File: src/rtl/pipe_ctrl_pkg.sv
// pipe_ctrl_pkg: shared stop levels, exception codes and FSM encoding for the pipeline controller
`ifndef PIPE_CTRL_STALL_DEF
`define PIPE_CTRL_STALL_DEF
`define Stall 5:0
`endif

package pipe_ctrl_pkg;
    localparam logic Stop = 1'b1;
    localparam logic NoStop = 1'b0;
    localparam int EXC_CODE_WIDTH = 5;
    localparam logic [EXC_CODE_WIDTH-1:0] EC_None = 5'h10;
    localparam logic [EXC_CODE_WIDTH-1:0] EC_Eret = 5'h11;
    typedef enum logic [1:0] {
        RUN   = 2'd0,
        DRAIN = 2'd1,
        FLUSH = 2'd2
    } state_e;
endpackage

File: src/rtl/pipe_ctrl_if.sv
// pipe_ctrl_if: stall requests, exception inputs and stall/flush outputs of the pipeline controller
interface pipe_ctrl_if;
    import pipe_ctrl_pkg::*;
    logic                      stallreq_if;
    logic                      stallreq_id;
    logic                      stallreq_ex;
    logic                      stallreq_mem;
    logic                      ibus_busy;
    logic [EXC_CODE_WIDTH-1:0] exc_code_i;
    logic [31:0]               cp0_epc_i;
    logic [`Stall]             stall;
    logic                      flush;
    logic [31:0]               new_pc;
    logic                      stall_timeout;

    modport master (
        input  stallreq_if, stallreq_id, stallreq_ex, stallreq_mem, ibus_busy, exc_code_i, cp0_epc_i,
        output stall, flush, new_pc, stall_timeout
    );

    modport slave (
        output stallreq_if, stallreq_id, stallreq_ex, stallreq_mem, ibus_busy, exc_code_i, cp0_epc_i,
        input  stall, flush, new_pc, stall_timeout
    );
endinterface

File: src/rtl/pipe_ctrl_stall_watchdog.sv
// stall_watchdog: counts consecutive PC-stall cycles and raises a sticky timeout flag
module stall_watchdog #(
    parameter int               CNT_W         = 16,
    parameter logic [CNT_W-1:0] STALL_TIMEOUT = CNT_W'(1024)
) (
    input  logic cpu_clk_75M,
    input  logic cpu_rst_n,
    input  logic i_stall,
    output logic o_timeout
);
    logic [CNT_W-1:0] r_cnt;
    logic [CNT_W-1:0] w_cnt_next;
    logic             r_timeout;

    assign w_cnt_next = !i_stall ? '0 : (&r_cnt) ? r_cnt : r_cnt + CNT_W'(1);
    assign o_timeout  = r_timeout;

    // count stalled cycles (saturating) and latch the flag once the limit is reached
    always_ff @(posedge cpu_clk_75M or negedge cpu_rst_n) begin
        if (!cpu_rst_n) begin
            r_cnt     <= '0;
            r_timeout <= 1'b0;
        end else begin
            r_cnt     <= w_cnt_next;
            r_timeout <= r_timeout | (w_cnt_next == STALL_TIMEOUT);
        end
    end
endmodule

File: src/rtl/pipe_ctrl.sv
// pipe_ctrl: stall priority encoding, exception/ERET redirect sequencing and stall watchdog
module pipe_ctrl
    import pipe_ctrl_pkg::*;
#(
    parameter logic [31:0]      EXC_VECTOR    = 32'hBFC0_0380,
    parameter int               CNT_W         = 16,
    parameter logic [CNT_W-1:0] STALL_TIMEOUT = CNT_W'(1024)
) (
    input  logic        cpu_clk_75M,
    input  logic        cpu_rst_n,
    pipe_ctrl_if.master bus
);
    state_e        r_state;
    state_e        w_state_next;
    logic [`Stall] w_stall;
    logic          w_exc;
    logic          w_flush_next;
    logic [31:0]   w_target;
    logic [31:0]   r_target;
    logic          r_flush;
    logic [31:0]   r_new_pc;

    assign w_exc        = bus.exc_code_i != EC_None;
    assign w_target     = (bus.exc_code_i == EC_Eret) ? bus.cp0_epc_i : EXC_VECTOR;
    assign w_flush_next = w_state_next == FLUSH;
    assign bus.stall    = w_stall;
    assign bus.flush    = r_flush;
    assign bus.new_pc   = r_new_pc;

    // state register
    always_ff @(posedge cpu_clk_75M or negedge cpu_rst_n) begin
        if (!cpu_rst_n)
            r_state <= RUN;
        else
            r_state <= w_state_next;
    end

    // next state and stall vector; a pending redirect freezes everything until the flush
    always_comb begin
        w_state_next = RUN;
        w_stall      = {6{NoStop}};
        case (r_state)
            RUN: begin
                if (w_exc) begin
                    w_stall      = {6{Stop}};
                    w_state_next = bus.ibus_busy ? DRAIN : FLUSH;
                end else begin
                    w_stall = bus.stallreq_mem ? 6'b011111 :
                              bus.stallreq_ex  ? 6'b001111 :
                              bus.stallreq_id  ? 6'b000111 :
                              bus.stallreq_if  ? 6'b000011 : 6'b000000;
                end
            end
            DRAIN: begin
                w_stall      = {6{Stop}};
                w_state_next = bus.ibus_busy ? DRAIN : FLUSH;
            end
            default: w_state_next = RUN;
        endcase
        if (!cpu_rst_n)
            w_stall = {6{NoStop}};
    end

    // capture the redirect target on acceptance and register the flush pulse with its PC
    always_ff @(posedge cpu_clk_75M or negedge cpu_rst_n) begin
        if (!cpu_rst_n) begin
            r_target <= '0;
            r_flush  <= 1'b0;
            r_new_pc <= '0;
        end else begin
            if (r_state == RUN && w_exc)
                r_target <= w_target;
            r_flush  <= w_flush_next;
            r_new_pc <= w_flush_next ? ((r_state == RUN) ? w_target : r_target) : '0;
        end
    end

    stall_watchdog #(
        .CNT_W         (CNT_W),
        .STALL_TIMEOUT (STALL_TIMEOUT)
    ) u_watchdog (
        .cpu_clk_75M (cpu_clk_75M),
        .cpu_rst_n   (cpu_rst_n),
        .i_stall     (w_stall[0]),
        .o_timeout   (bus.stall_timeout)
    );
endmodule
File: src/flat_wrapper.sv
// flat-port wrapper written by rule: the top's interface ports become plain ports
module pipe_ctrl_flat import pipe_ctrl_pkg::*;
#(
    parameter logic [31:0]      EXC_VECTOR    = 32'hBFC0_0380,
    parameter int               CNT_W         = 16,
    parameter logic [CNT_W-1:0] STALL_TIMEOUT = CNT_W'(1024)
)
  (cpu_clk_75M, cpu_rst_n, bus_stallreq_if, bus_stallreq_id, bus_stallreq_ex, bus_stallreq_mem, bus_ibus_busy, bus_exc_code_i, bus_cp0_epc_i, bus_stall, bus_flush, bus_new_pc, bus_stall_timeout);
  pipe_ctrl_if bus_i ();
  input  logic cpu_clk_75M;
  input  logic cpu_rst_n;
  input wire logic [$bits(bus_i.stallreq_if)-1:0] bus_stallreq_if;
  input wire logic [$bits(bus_i.stallreq_id)-1:0] bus_stallreq_id;
  input wire logic [$bits(bus_i.stallreq_ex)-1:0] bus_stallreq_ex;
  input wire logic [$bits(bus_i.stallreq_mem)-1:0] bus_stallreq_mem;
  input wire logic [$bits(bus_i.ibus_busy)-1:0] bus_ibus_busy;
  input wire logic [$bits(bus_i.exc_code_i)-1:0] bus_exc_code_i;
  input wire logic [$bits(bus_i.cp0_epc_i)-1:0] bus_cp0_epc_i;
  output wire logic [$bits(bus_i.stall)-1:0] bus_stall;
  output wire logic [$bits(bus_i.flush)-1:0] bus_flush;
  output wire logic [$bits(bus_i.new_pc)-1:0] bus_new_pc;
  output wire logic [$bits(bus_i.stall_timeout)-1:0] bus_stall_timeout;
  assign bus_i.stallreq_if = bus_stallreq_if;
  assign bus_i.stallreq_id = bus_stallreq_id;
  assign bus_i.stallreq_ex = bus_stallreq_ex;
  assign bus_i.stallreq_mem = bus_stallreq_mem;
  assign bus_i.ibus_busy = bus_ibus_busy;
  assign bus_i.exc_code_i = bus_exc_code_i;
  assign bus_i.cp0_epc_i = bus_cp0_epc_i;
  assign bus_stall = bus_i.stall;
  assign bus_flush = bus_i.flush;
  assign bus_new_pc = bus_i.new_pc;
  assign bus_stall_timeout = bus_i.stall_timeout;
  pipe_ctrl #(.EXC_VECTOR(EXC_VECTOR), .CNT_W(CNT_W), .STALL_TIMEOUT(STALL_TIMEOUT)) u_core (.cpu_clk_75M(cpu_clk_75M), .cpu_rst_n(cpu_rst_n), .bus(bus_i));
endmodule
File: config.mk
export PLATFORM = sky130hd
export DESIGN_NAME = pipe_ctrl_flat
export DESIGN_NICKNAME = d
export VERILOG_FILES = /design/src/rtl/pipe_ctrl_pkg.sv /design/src/rtl/pipe_ctrl_if.sv /design/src/rtl/pipe_ctrl_stall_watchdog.sv /design/src/rtl/pipe_ctrl.sv /design/src/flat_wrapper.sv
export SDC_FILE = /design/constraint.sdc
export NUM_CORES = 1
export LEC_CHECK = 0
export CELL_PAD_IN_SITES_DETAIL_PLACEMENT = 1
export CELL_PAD_IN_SITES_GLOBAL_PLACEMENT = 2
export CORE_MARGIN = 5
export CORE_UTILIZATION = 25
export CTS_CLUSTER_DIAMETER = 50
export CTS_CLUSTER_SIZE = 40
export DETAILED_ROUTE_END_ITERATION = 8
export PLACE_DENSITY = 0.72
export SETUP_SLACK_MARGIN = 0.05
export SYNTH_ARGS = -nofsm -noshare
export SYNTH_HDL_FRONTEND = slang
export SYNTH_SLANG_ARGS = --single-unit
File: constraint.sdc
create_clock -name cpu_clk_75M -period 2.7 [get_ports cpu_clk_75M]
set_input_delay 0.27 -clock cpu_clk_75M [delete_from_list [all_inputs] [get_ports cpu_clk_75M]]
set_output_delay 0.27 -clock cpu_clk_75M [all_outputs]
set_load 0.02 [all_outputs]
# After elaboration in Yosys (flattened, before gate mapping)

Cells that the tools add are included.

Equal/unequal tests: 5
Add/subtract/negate cells: 1
Bitwise logic cells: 1
Multiplexer cells: 15
Reductions and logical operators: 3

Operator list:

| kind                                                  | number |
|---|---|
| 2-to-1 mux 32 bit                                     | 3 |
| 2-to-1 mux 16 bit                                     | 2 |
| 2-to-1 mux 6 bit                                      | 5 |
| adder 16 x 1 -> 16 bit, second input constant         | 1 |
| equality test 16 x 11 -> 1 bit, second input constant | 1 |
| AND reduction 16 bit                                  | 1 |
| one-hot mux 6 bit (2 select lines)                    | 1 |
| 2-to-1 mux 2 bit                                      | 3 |
| equality test 5 bit, second input constant            | 1 |
| != test 5 bit, second input constant                  | 1 |
| one-hot mux 2 bit (2 select lines)                    | 1 |
| equality test 2 x 1 -> 1 bit, second input constant   | 1 |
| equality test 2 bit, second input constant            | 1 |
| logical NOT 2 bit                                     | 1 |
| logical AND 1 bit                                     | 1 |
| OR 1 bit                                              | 1 |

Flip-flop bits (word level): 84
Bits of input ports: 44

# Depth between registers and ports, before layout

Gate-level depths: netlist of the first run.

Word-level depth: 10
Gate-level depth with buffers: 8

# By module

Synthesis of the first run repeated with hierarchy kept, for this count alone.

Cells, all modules: 329
Area, all modules: 3793.6 um^2

Modules (own cells, without submodules):

| module         | cells an instance | sequential area each (um^2) | times used | area each (um^2) |
|---|---|---|---|---|
| pipe_ctrl      | 219               | 1676.6                      | 1          | 2757.6 |
| stall_watchdog | 110               | 425.4                       | 1          | 1036.0 |

# Worst setup path before layout of the first run

No wires, ideal clock.

Path type: reg2reg
Start: register u_core.u_watchdog.r_cnt[0]
End: register u_core.u_watchdog.r_timeout, in the netlist u_core.u_watchdog.o_timeout
Data required time: 2.634 ns
Stages on the path, launching flop included: 9
Path slack: 0.544 ns
Clock period less this slack: 2.156 ns
Library setup time: 0.066 ns
Path buffers: 1
Arrival: 2.089 ns
Cell sequence: dfrtp_1 -> ha_1 -> nand3_2 -> or4_1 -> buf_4 -> mux2i_1 -> o21a_1 -> nor4_1 -> a41o_1

Longest elaborated chain between the ends: 5

RTL lines:

| what                                                           | line                           | source |
|---|---|---|
| start, declared                                                | pipe_ctrl_stall_watchdog.sv:11 | `logic [CNT_W-1:0] r_cnt;` |
| start signal, assigned                                         | pipe_ctrl_stall_watchdog.sv:24 | `r_cnt <= w_cnt_next;` |
| adder 16 x 1 -> 16 bit or AND reduction 16 bit (tied branches) | pipe_ctrl_stall_watchdog.sv:15 | `assign w_cnt_next = !i_stall ? '0 : (&r_cnt) ? r_cnt : r_cnt + CNT_W'(1);` |
| 2-to-1 mux 16 bit * (2 in series)                              | pipe_ctrl_stall_watchdog.sv:15 |  |
| equality test 16 x 11 -> 1 bit *                               | pipe_ctrl_stall_watchdog.sv:25 | `r_timeout <= r_timeout \| (w_cnt_next == STALL_TIMEOUT);` |
| OR 1 bit *                                                     | pipe_ctrl_stall_watchdog.sv:25 |  |
| end signal, assigned                                           | pipe_ctrl_stall_watchdog.sv:25 |  |
| end, declared                                                  | pipe_ctrl_stall_watchdog.sv:13 | `logic r_timeout;` |

Every way passes the cells marked *; elsewhere a longest branch is shown, timed or not.
A chain may end at the register's enable or synchronous reset.

# Worst setup path in the final report of the first run

Same ends and word-level chain as after synthesis.

==> results of run 1 <==
worst register-to-register path, delay by kind of cell, from the launching register on:
family | cells | cell delay [ns]
flops | 1 | 0.46
simple gates | 3 | 1.13
mux | 1 | 0.18
fa+ha+maj | 1 | 0.26
compound gates | 2 | 0.41
cells in the mapped netlist (4+ instances only):
library cell | instances | area share
a211oi_1 | 13 | 0.026
a21oi_1 | 27 | 0.036
a31oi_1 | 4 | 0.0067
clkbuf_1 | 20 | 0.020
dfrtp_1 | 84 | 0.56
nand2_1 | 77 | 0.078
nand3_1 | 24 | 0.032
nor2_1 | 40 | 0.040
nor3_1 | 4 | 0.0054
nor4_1 | 5 | 0.0084
o21ai_0 | 16 | 0.022
o21ai_1 | 20 | 0.027
layout make-up:
class,instances,share of cell area
flip-flops and latches,84,0.411
multi-input cells,277,0.291
repair buffers,93,0.186
clock buffers,11,0.0474
well taps,184,0.0450
clock inverters,5,0.0147
inverters,6,0.00440
cells by family after synthesis:
kind of cell / synth area share
adder cells (fa/ha/maj): 0.00336
multiplexers: 0.00807
XOR/XNOR: 0.0138
AO/OA/AOI/OAI: 0.147
AND/OR/NAND/NOR: 0.226
flip-flops: 0.565
buffers and inverters: 0.0370
worst max path at each step:
stage,slack [ns],endpoint,from,cells past startpoint
6_report,0.20,u_core.u_watchdog.o_timeout$_DFF_PN0_,u_core.u_watchdog.r_cnt[0]$_DFF_PN0_,7
3_3_place_gp,0.30,bus_stall[0],bus_exc_code_i[0],5
2_1_floorplan,0.54,u_core.u_watchdog.o_timeout$_DFF_PN0_,u_core.u_watchdog.r_cnt[0]$_DFF_PN0_,8
4_1_cts,0.18,bus_stall[1],u_core.r_state[0]$_DFF_PN0_,4
3_5_place_dp,0.21,u_core.u_watchdog.o_timeout$_DFF_PN0_,u_core.u_watchdog.r_cnt[0]$_DFF_PN0_,7
5_1_grt,0.07,u_core.u_watchdog.o_timeout$_DFF_PN0_,u_core.u_watchdog.r_cnt[0]$_DFF_PN0_,7
stage by stage:
stage | utilization | total power [W] | instance area, sq um
2_1_floorplan | - | 0.00154 | 3720
3_3_place_gp | 0.329 | 0.00176 | 4800
3_5_place_dp | 0.329 | 0.00177 | 4800
4_1_cts | 0.351 | 0.00312 | 5120
5_1_grt | 0.351 | 0.00321 | 5120
6_report | 0.351 | 0.00306 | 5120
flip-flops by register name, summed over array words and instances (netlist names):
signal / flops
u_core.r_target: 32
u_core.bus.new_pc: 32
u_core.u_watchdog.r_cnt: 16
u_core.r_state: 2
u_core.u_watchdog.o_timeout: 1
u_core.bus.flush: 1
power by group through the flow:
stage	Combinational (W)	Clock (W)	Sequential (W)
floorplan	0.000147	0	0.00139
global placement	0.000386	0	0.00137
detailed placement	0.000393	0	0.00137
CTS	0.000395	0.00137	0.00135
global route	0.000423	0.00143	0.00136
finish	0.000382	0.00133	0.00135
metal layers:
metal / vias up / wire, microns / track usage
met4: 0 / 154 / 0.0389
met5: - / 0 / 0
met2: 52 / 5030 / 0.206
met1: 1498 / 4860 / 0.154
li1: 1516 / - / -
met3: 11 / 404 / 0.0366
==> impl_results.md, run 1 <==
* Most common cell after layout, fill and taps aside: dfrtp_1
* MaxCap Viol Count at 0
* Slew margin rel. at 0.552
* Int Power at 0.00231 W
* Buf/Inv on CP at 0
* Drt wl/cell at 15.8 microns
* CTS hold repair buffers at 0
* Period minus WS final at 2.50 ns
* Clock transition at path regs at 0.06 ns
* Placer Congestion at 0.767
* Most frequent cells in the layout: dfrtp_1, clkdlybuf4s50_1, nand2_1
* I/O Buffers at 83
* Antenna violations before repair at 0
* DRT Wirelength at 10.4 mm
* VDD IR max at 0.318 mV
* PostCTS Resize Cnt at 0
* H-tree levels at 3
* EDFF count, synth at 0
* Distinct cells, synth at 48
* Final setup vio count at 0
* Core area at 14,600 sq um
* Antenna cells at 0
* Net switching power at 0.000750 W
* Worst Hold Class: in2async
* Ys Warns at 0
* DR vias/cell at 4.66
* Slowest CP cell: or4_1
* Area Overhead vs Synth at 37.5%
* LEAKAGE at 2.10 nW
* Crit-path cells: ha_1, nand3_2, or4_1, mux2i_1, o21a_1, nor4_1, a41o_1
* Slew @ Worst Pin at 0.672 ns
* Setup ws final at 0.201 ns
* Worst-skew pair later-pin latency at 0.35 ns
* Clock share of power at 0.434
* TritonCTS buffer count at 9
* Iter 0 DRT Violations at 133
* Sink Count at 84
* Power Density at 599 nW/um^2
* Clock tree buffer depth at 2
* Data required, critical path at 2.98 ns
* RR Endpoint: u_core.u_watchdog.o_timeout$_DFF_PN0_
* Reg2Reg Depth at 7
* FMAX at 0.400 GHz
* Crit-path max cell delay at 0.76 ns
* First-pass DRT Iterations at 4
* Via count at 3,077
* Ys async rst share at 1.00
* First-pass GRT wire length at 17.5 mm
* Synth Register Bits at 84
* R2r setup slk at 0.20 ns
* Final worst-path cycle share at 0.925
* RSZ-0062 raised after global routing: no
* Failing checks: hold timing
* Final ANT Viol Nets at 0
* Logic pwr share at 0.125
* Reg power frac at 0.441
* Non-Filler Instances at 660
* Critical Path AT at 2.78 ns
* Vias in the first global route at 3,422
* # fillers at 1,662
* Ys flop type: dfrtp_1
* Total track usage at 0.124
* Post-CTS Setup Bufs at 0
* Area taken by multi-input logic gates at 1490 sq um
* Final hold vios at 10
* Reg area at 2100 sq um
* Die X at 132 microns
* Largest net degree at the start of global routing at 65
* Startpoint types: register
* Share of layout cells above drive strength 1 at 0.0861
* DP Wirelength at 7.11 mm
* CTS tree: built
* Setup TNS at 0 ns
* CP max FO at 7
* Worst Skew at 0.00629 ns
* Syn avg cell area at 9.44 sq um
* Chip Height at 132 microns
* Ports at 84
* Post-Syn Area at 3720 sq um
* Row count at 44
* Syn_nets at 439
* Largest delay share family, worst path: simple AND/OR/NAND/NOR gates
* # DRC at 0
* Gate count of the mapped netlist at 394
* Setup crit end kind: register
* Outcome: complete, but fails checks
* Worst Hold Slack at -0.00936 ns
* Initial Util at 0.255
* Grt ovf at 0
* Fin nets at 516
* Sequential fraction of the synthesis area at 0.565
* Placed Cells incl. Taps at 644
* Die area at 17,400 sq um
* Critical R2R Launch: u_core.u_watchdog.r_cnt[0]$_DFF_PN0_
* WS Path Type: reg2reg
* Final Max Slew Viols at 0
* Root Buffer: clkbuf_16
* Setup Slack @ Placement at 0.211 ns
* Switching share of power at 0.245
Power figures use the tool's default switching activity.
==> run 2, diff against run 1 <==
--- a/config.mk
+++ b/config.mk
@@ -5,6 +5,7 @@
 export SDC_FILE = /design/constraint.sdc
 export NUM_CORES = 1
 export LEC_CHECK = 0
+export CAP_MARGIN = 20
 export CELL_PAD_IN_SITES_DETAIL_PLACEMENT = 1
 export CELL_PAD_IN_SITES_GLOBAL_PLACEMENT = 2
 export CORE_MARGIN = 5
==> results of run 2 <==
No change in the layout: final DEF, timing and power equal those of run 1.
